**config.mk**
```make
export PLATFORM = sky130hd
export DESIGN_NAME = aes_round_seq
export DESIGN_NICKNAME = d
export VERILOG_FILES = /design/src/rtl/aes_round_seq.sv
export SDC_FILE = /design/constraint.sdc
export NUM_CORES = 1
export LEC_CHECK = 0
export CAP_MARGIN = 20
export CORE_ASPECT_RATIO = 1.5
export CORE_MARGIN = 2
export CORE_UTILIZATION = 54
export DETAILED_ROUTE_END_ITERATION = 10
export PLACE_DENSITY = 0.9
export SLEW_MARGIN = 20
export SYNTH_ARGS = -nofsm -noshare
export SYNTH_HDL_FRONTEND = slang
export SYNTH_SLANG_ARGS = --single-unit
```
**constraint.sdc**
```tcl
create_clock -name clk -period 2.8 [get_ports clk]
set_input_delay 0.56 -clock clk [delete_from_list [all_inputs] [get_ports clk]]
set_output_delay 0.56 -clock clk [all_outputs]
set_load 0.02 [all_outputs]
```
**src/rtl/aes_round_seq.sv**
```systemverilog
// aes_round_seq: round sequencer for an iterative AES datapath.
// One block is NUM_ROUNDS rounds of SBOX_LATENCY cycles each. The block
// produces key-schedule control (key_load, key_reg_en, rcon), a round index,
// a final-round flag and a one-cycle done pulse.
module aes_round_seq #(
    parameter int          SBOX_LATENCY  = 5,
    parameter int          NUM_ROUNDS    = 10,
    parameter logic [7:0]  RCON_DEC_INIT = 8'h36
) (
    input  logic       clk,
    input  logic       rst_n,
    input  logic       start,
    input  logic       dec,
    input  logic       abort,
    output logic       busy,
    output logic       key_load,
    output logic       key_reg_en,
    output logic [7:0] rcon,
    output logic [3:0] round_idx,
    output logic       final_round,
    output logic       done
);

    typedef enum logic [1:0] {
        IDLE = 2'd0,
        RUN  = 2'd1,
        DONE = 2'd2
    } state_t;

    localparam logic [3:0] LAST_PHASE = 4'(SBOX_LATENCY - 1);
    localparam logic [3:0] LAST_ROUND = 4'(NUM_ROUNDS);
    localparam logic [7:0] RCON_ENC_INIT = 8'h01;

    state_t     state_q;
    state_t     state_d;
    logic [3:0] phase_q;
    logic [3:0] round_q;
    logic [7:0] rcon_q;
    logic       dec_q;

    logic       accept;       // start taken this cycle
    logic       wrap;         // last cycle of the current round
    logic       more_rounds;  // current round is not the last one

    // Forward round-constant step: multiply by x in GF(2^8).
    function automatic logic [7:0] rcon_fwd(input logic [7:0] b);
        rcon_fwd = {b[6:0], 1'b0} ^ (b[7] ? 8'h1B : 8'h00);
    endfunction

    // Inverse of rcon_fwd: divide by x in GF(2^8).
    function automatic logic [7:0] rcon_inv(input logic [7:0] b);
        logic [7:0] t;
        t = b ^ 8'h1B;
        rcon_inv = b[0] ? {1'b1, t[7:1]} : {1'b0, b[7:1]};
    endfunction

    // abort outranks start even in IDLE, so a simultaneous pair is a no-op.
    assign accept      = (state_q == IDLE) && start && !abort;
    assign wrap        = (state_q == RUN) && (phase_q == LAST_PHASE);
    assign more_rounds = (round_q < LAST_ROUND);

    // State register.
    always_ff @(posedge clk or negedge rst_n) begin
        if (!rst_n) begin
            state_q <= IDLE;
        end else begin
            state_q <= state_d;
        end
    end

    // Next-state decode.
    always_comb begin
        state_d = state_q;
        case (state_q)
            IDLE: begin
                if (accept) begin
                    state_d = RUN;
                end
            end
            RUN: begin
                if (abort) begin
                    state_d = IDLE;
                end else if (wrap && !more_rounds) begin
                    state_d = DONE;
                end
            end
            DONE: begin
                state_d = IDLE;
            end
            default: begin
                state_d = IDLE;
            end
        endcase
    end

    // Output decode; round_idx reads 0 in IDLE while round_q keeps its value.
    always_comb begin
        busy        = (state_q == RUN);
        done        = (state_q == DONE);
        key_load    = accept;
        key_reg_en  = accept || (wrap && more_rounds);
        final_round = (state_q == RUN) && (round_q == LAST_ROUND);
        rcon        = rcon_q;
        round_idx   = (state_q == IDLE) ? 4'd0 : round_q;
    end

    // Phase counter: runs only in RUN, restarts at 0 for every round.
    always_ff @(posedge clk or negedge rst_n) begin
        if (!rst_n) begin
            phase_q <= 4'd0;
        end else if (accept) begin
            phase_q <= 4'd0;
        end else if (state_q == RUN) begin
            phase_q <= wrap ? 4'd0 : phase_q + 4'd1;
        end else begin
            phase_q <= 4'd0;
        end
    end

    // Mode latch: dec only matters at the accepted start.
    always_ff @(posedge clk or negedge rst_n) begin
        if (!rst_n) begin
            dec_q <= 1'b0;
        end else if (accept) begin
            dec_q <= dec;
        end
    end

    // Round index and round constant: advance at each non-final round wrap,
    // otherwise hold (including through IDLE after done or abort).
    always_ff @(posedge clk or negedge rst_n) begin
        if (!rst_n) begin
            round_q <= 4'd0;
            rcon_q  <= 8'h00;
        end else if (accept) begin
            round_q <= 4'd1;
            rcon_q  <= dec ? RCON_DEC_INIT : RCON_ENC_INIT;
        end else if (wrap && more_rounds && !abort) begin
            round_q <= round_q + 4'd1;
            rcon_q  <= dec_q ? rcon_inv(rcon_q) : rcon_fwd(rcon_q);
        end
    end

    // Completion, key load and final round are mutually exclusive by state.
    a_excl : assert property (@(posedge clk) disable iff (!rst_n)
        !(done && key_load) && !(done && final_round) && !(key_load && final_round));

    // DONE never lasts more than one cycle.
    a_done_pulse : assert property (@(posedge clk) disable iff (!rst_n)
        done |=> !done);

endmodule

```
==> results.md <==
* Avg WL per Cell at 13.9 um
* Via count of the routed design at 933
* Leakage at 0.000586 uW
* Post-synth top flop: dfrtp_1
* Synthesized area at 1120 um2
* Peak VDD IR at 0.504 mV
* Largest family of logic cells by synthesized area: simple AND/OR/NAND/NOR gates
* Dpl hpwl at 1.78 mm
* Final worst path period need at 2.54 ns
* Crit path launch type: primary input
* Syn_area_per_cell at 9.18 um2
* Die Footprint at 2460 um2
* Grt met3 use at 4.09%
* EDFF count, synth at 0
* Total power per unit cell area at 787 nW/um2
* Adder-cell share of the synthesized area at 4.47%
* Worst-Skew Late Latency at 0.30 ns
* Total grt overflow at 0
* Routed Antenna Nets at 0
* Xor/xnor cell area share of the yosys netlist at 4.69%
* RSZ-0062 raised after global routing: false
* Simple-gate share of the synthesized area at 20.8%
* Post-Route WL at 2.30 mm
* Setup Total Neg Slack at 0 ns
* Share of the synthesized area in the top cell type at 42.5%
* Slew @ Worst Pin at 0.840 ns
* CTS Buffer Depth at 2
* Initial DRC count at 13
* Initial antenna violation count at 0
* Sequential area share after synthesis at 42.5%
* Hold buffer count at cts at 0
* Num CTS Buffers at 3
* Area growth syn-to-layout at 20.3%
* Layout cells sized above 1 at 10.5%
* Via density at 5.65
* First-pass GRT wire length at 3.74 mm
* Worst hold path class: reg2reg
* Final-layout fill cell count at 155
* Worst Path Max Fanout at 3
* Yosys Warn Count at 0
* Core area at 2000 um2
* GRT Util Overall at 22.2%
* Synth Area in Compound Gates at 14.2%
* Status: finished, final reports clean
* Max_slew headroom at 43.8%
* Slew Viols, Final at 0
* Data required time of the worst path at 2.24 ns
* Max cap viols at 0
* Max Clock Skew at 0.0105 ns
* Crit Path Class: in2out
* CTS tree: done
* CP arrival at 1.98 ns
* Seq cells post-synth at 19
* FFs w/ async S/R, synth at 100%
* Count of cell types in the netlist at 36
* Crit. End Element: output pin
* Vias in the first global route at 944
* Final GP Congestion at 0.712
* Area contributors post-synth: dfrtp_1 (42%), ha_1 (4.5%), nand2_1 (4.0%)
* Leading area contributor after synthesis: dfrtp_1
* Fin crit share at 90.7%
* GRT met2 Usage at 39.5%
* Drc violations at 0
* Clk pin slew, worst setup/hold paths at 0.10 ns
* Overall power consumption at 1060 uW
* Fraction of synthesized area in multiplexers at 4.92%
* Num rows at 20
* Initial cell density of the core at 55.9%
* GR Util met1 at 22.6%
* Initial DRT Pass Iterations at 4
* ANT cells at 0
* Die width at 41.2 um
* Root Driver: clkbuf_4
* Final hold viol count at 0
* Final #Nets at 153
* Htree depth at 1
* Die H at 59.8 um
* Port Buffers at 21
* Top-Level Pins at 22
* Syn Nets at 131
* Post-Syn Instances at 122
* FMAX at 0.394 GHz
* Clk sinks at 19
* Largest net degree at the start of global routing at 20
* Final setup fails at 0
* Grt peak-use layer: met2
==> cells by family (layout without fill, tap and decap cells) <==
group | count (synthesis) | after routing
AOI/OAI and AO/OA | 24 | 24
xor gates and xnor gates | 6 | 6
adders and majority gates | 4 | 4
buffers and inverters | 17 | 38
DFF | 19 | 19
muxes | 5 | 5
and+or+nand+nor | 47 | 47
==> critical path, stage by stage <==
cell	delay [ns]
clkdlybuf4s50_1	0.41
or4b_1	0.60
nand2_1	0.08
dlygate4sd2_1	0.33
==> sequential cells by signal (all words and copies together) (netlist names) <==
register,cells
round_q,4
state_q,2
phase_q,4
dec_q,1
rcon,8
==> what timing repair did <==
| action | CTS | global route |
|---|---|---|
| resized for setup | 2 | 0 |
| setup buffers | 0 | 0 |
| endpoints found under the hold margin | 0 | 0 |
| setup endpoints to repair | 2 | 0 |
==> metal layers <==
layer  vias to the layer above  routed length, um
met2                        20               1290
li1                        455                  -
met1                       450                884
met4                         0                 57
met5                         -                  0
met3                         8                 68
==> power breakdown <==
group	internal (uW)	switching [uW]	total (uW)
clock	55.4	80.9	136
combinational	246	224	470
sequential	343	111	454
total	645	416	1060
==> synthesized netlist by cell type (2+ instances only) <==
library cell	count
nor2b_1	3
o21ai_0	3
nor2_2	2
xnor2_1	5
nand2_1	12
nor2_1	11
nor3_1	5
mux2_2	3
buf_2	2
nand2b_1	3
a21oi_2	2
o21ai_1	4
a31oi_1	3
a21oi_1	7
clkbuf_1	3
ha_1	4
inv_1	9
nand3_1	5
dfrtp_1	19
==> stage by stage <==
stage,setup WS (ns),instance area [um2],std cells,hold WS (ns),utilization [%]
6_report,0.260,1350,165,0.545,67.3
5_1_grt,0.196,1350,165,0.563,67.3
4_1_cts,0.245,1350,165,0.555,67.3
3_5_place_dp,-0.0206,1320,161,0.535,66.1
3_3_place_gp,-0.0312,1320,161,0.484,66.1
2_1_floorplan,0.653,1120,122,0.264,-
==> path summary, 6_finish.rpt <==
kind | start | end | slack, ns | depth (start not counted)
max in group asynchronous | rst_n | rcon[1] | 1.54 | 1
hold reg to reg | phase_q[0] | phase_q[0] | 0.55 | 1
setup reg to reg | state_q[1] | rcon[5] | 0.91 | 5
setup / recovery | abort | key_reg_en | 0.26 | 4
hold / removal | phase_q[0] | phase_q[0] | 0.55 | 1
min in group asynchronous | rst_n | state_q[0] | 0.73 | 1
==> placed cells by master (no fill, tap or decap), types with 4 or more instances in the layout <==
| cell type | netlist | routed |
|---|---|---|
| xnor2_1 | 5 | 5 |
| inv_1 | 9 | 9 |
| nor2_1 | 11 | 11 |
| nor3_1 | 5 | 5 |
| a21oi_1 | 7 | 7 |
| dfrtp_1 | 19 | 19 |
| ha_1 | 4 | 4 |
| o21ai_1 | 4 | 4 |
| clkdlybuf4s50_1 | 0 | 19 |
| nand2_1 | 12 | 12 |
| nand3_1 | 5 | 5 |
==> cell type report <==
class | instances | area (um2) | area share (%)
timing repair buffer | 24 | 230 | 17.1
sequential | 19 | 475 | 35.3
inverter | 10 | 38.8 | 2.88
tap | 22 | 27.5 | 2.04
clock buffer | 4 | 26.3 | 1.95
multi-input combinational | 86 | 549 | 40.8
(Power assumes the default switching activity.)
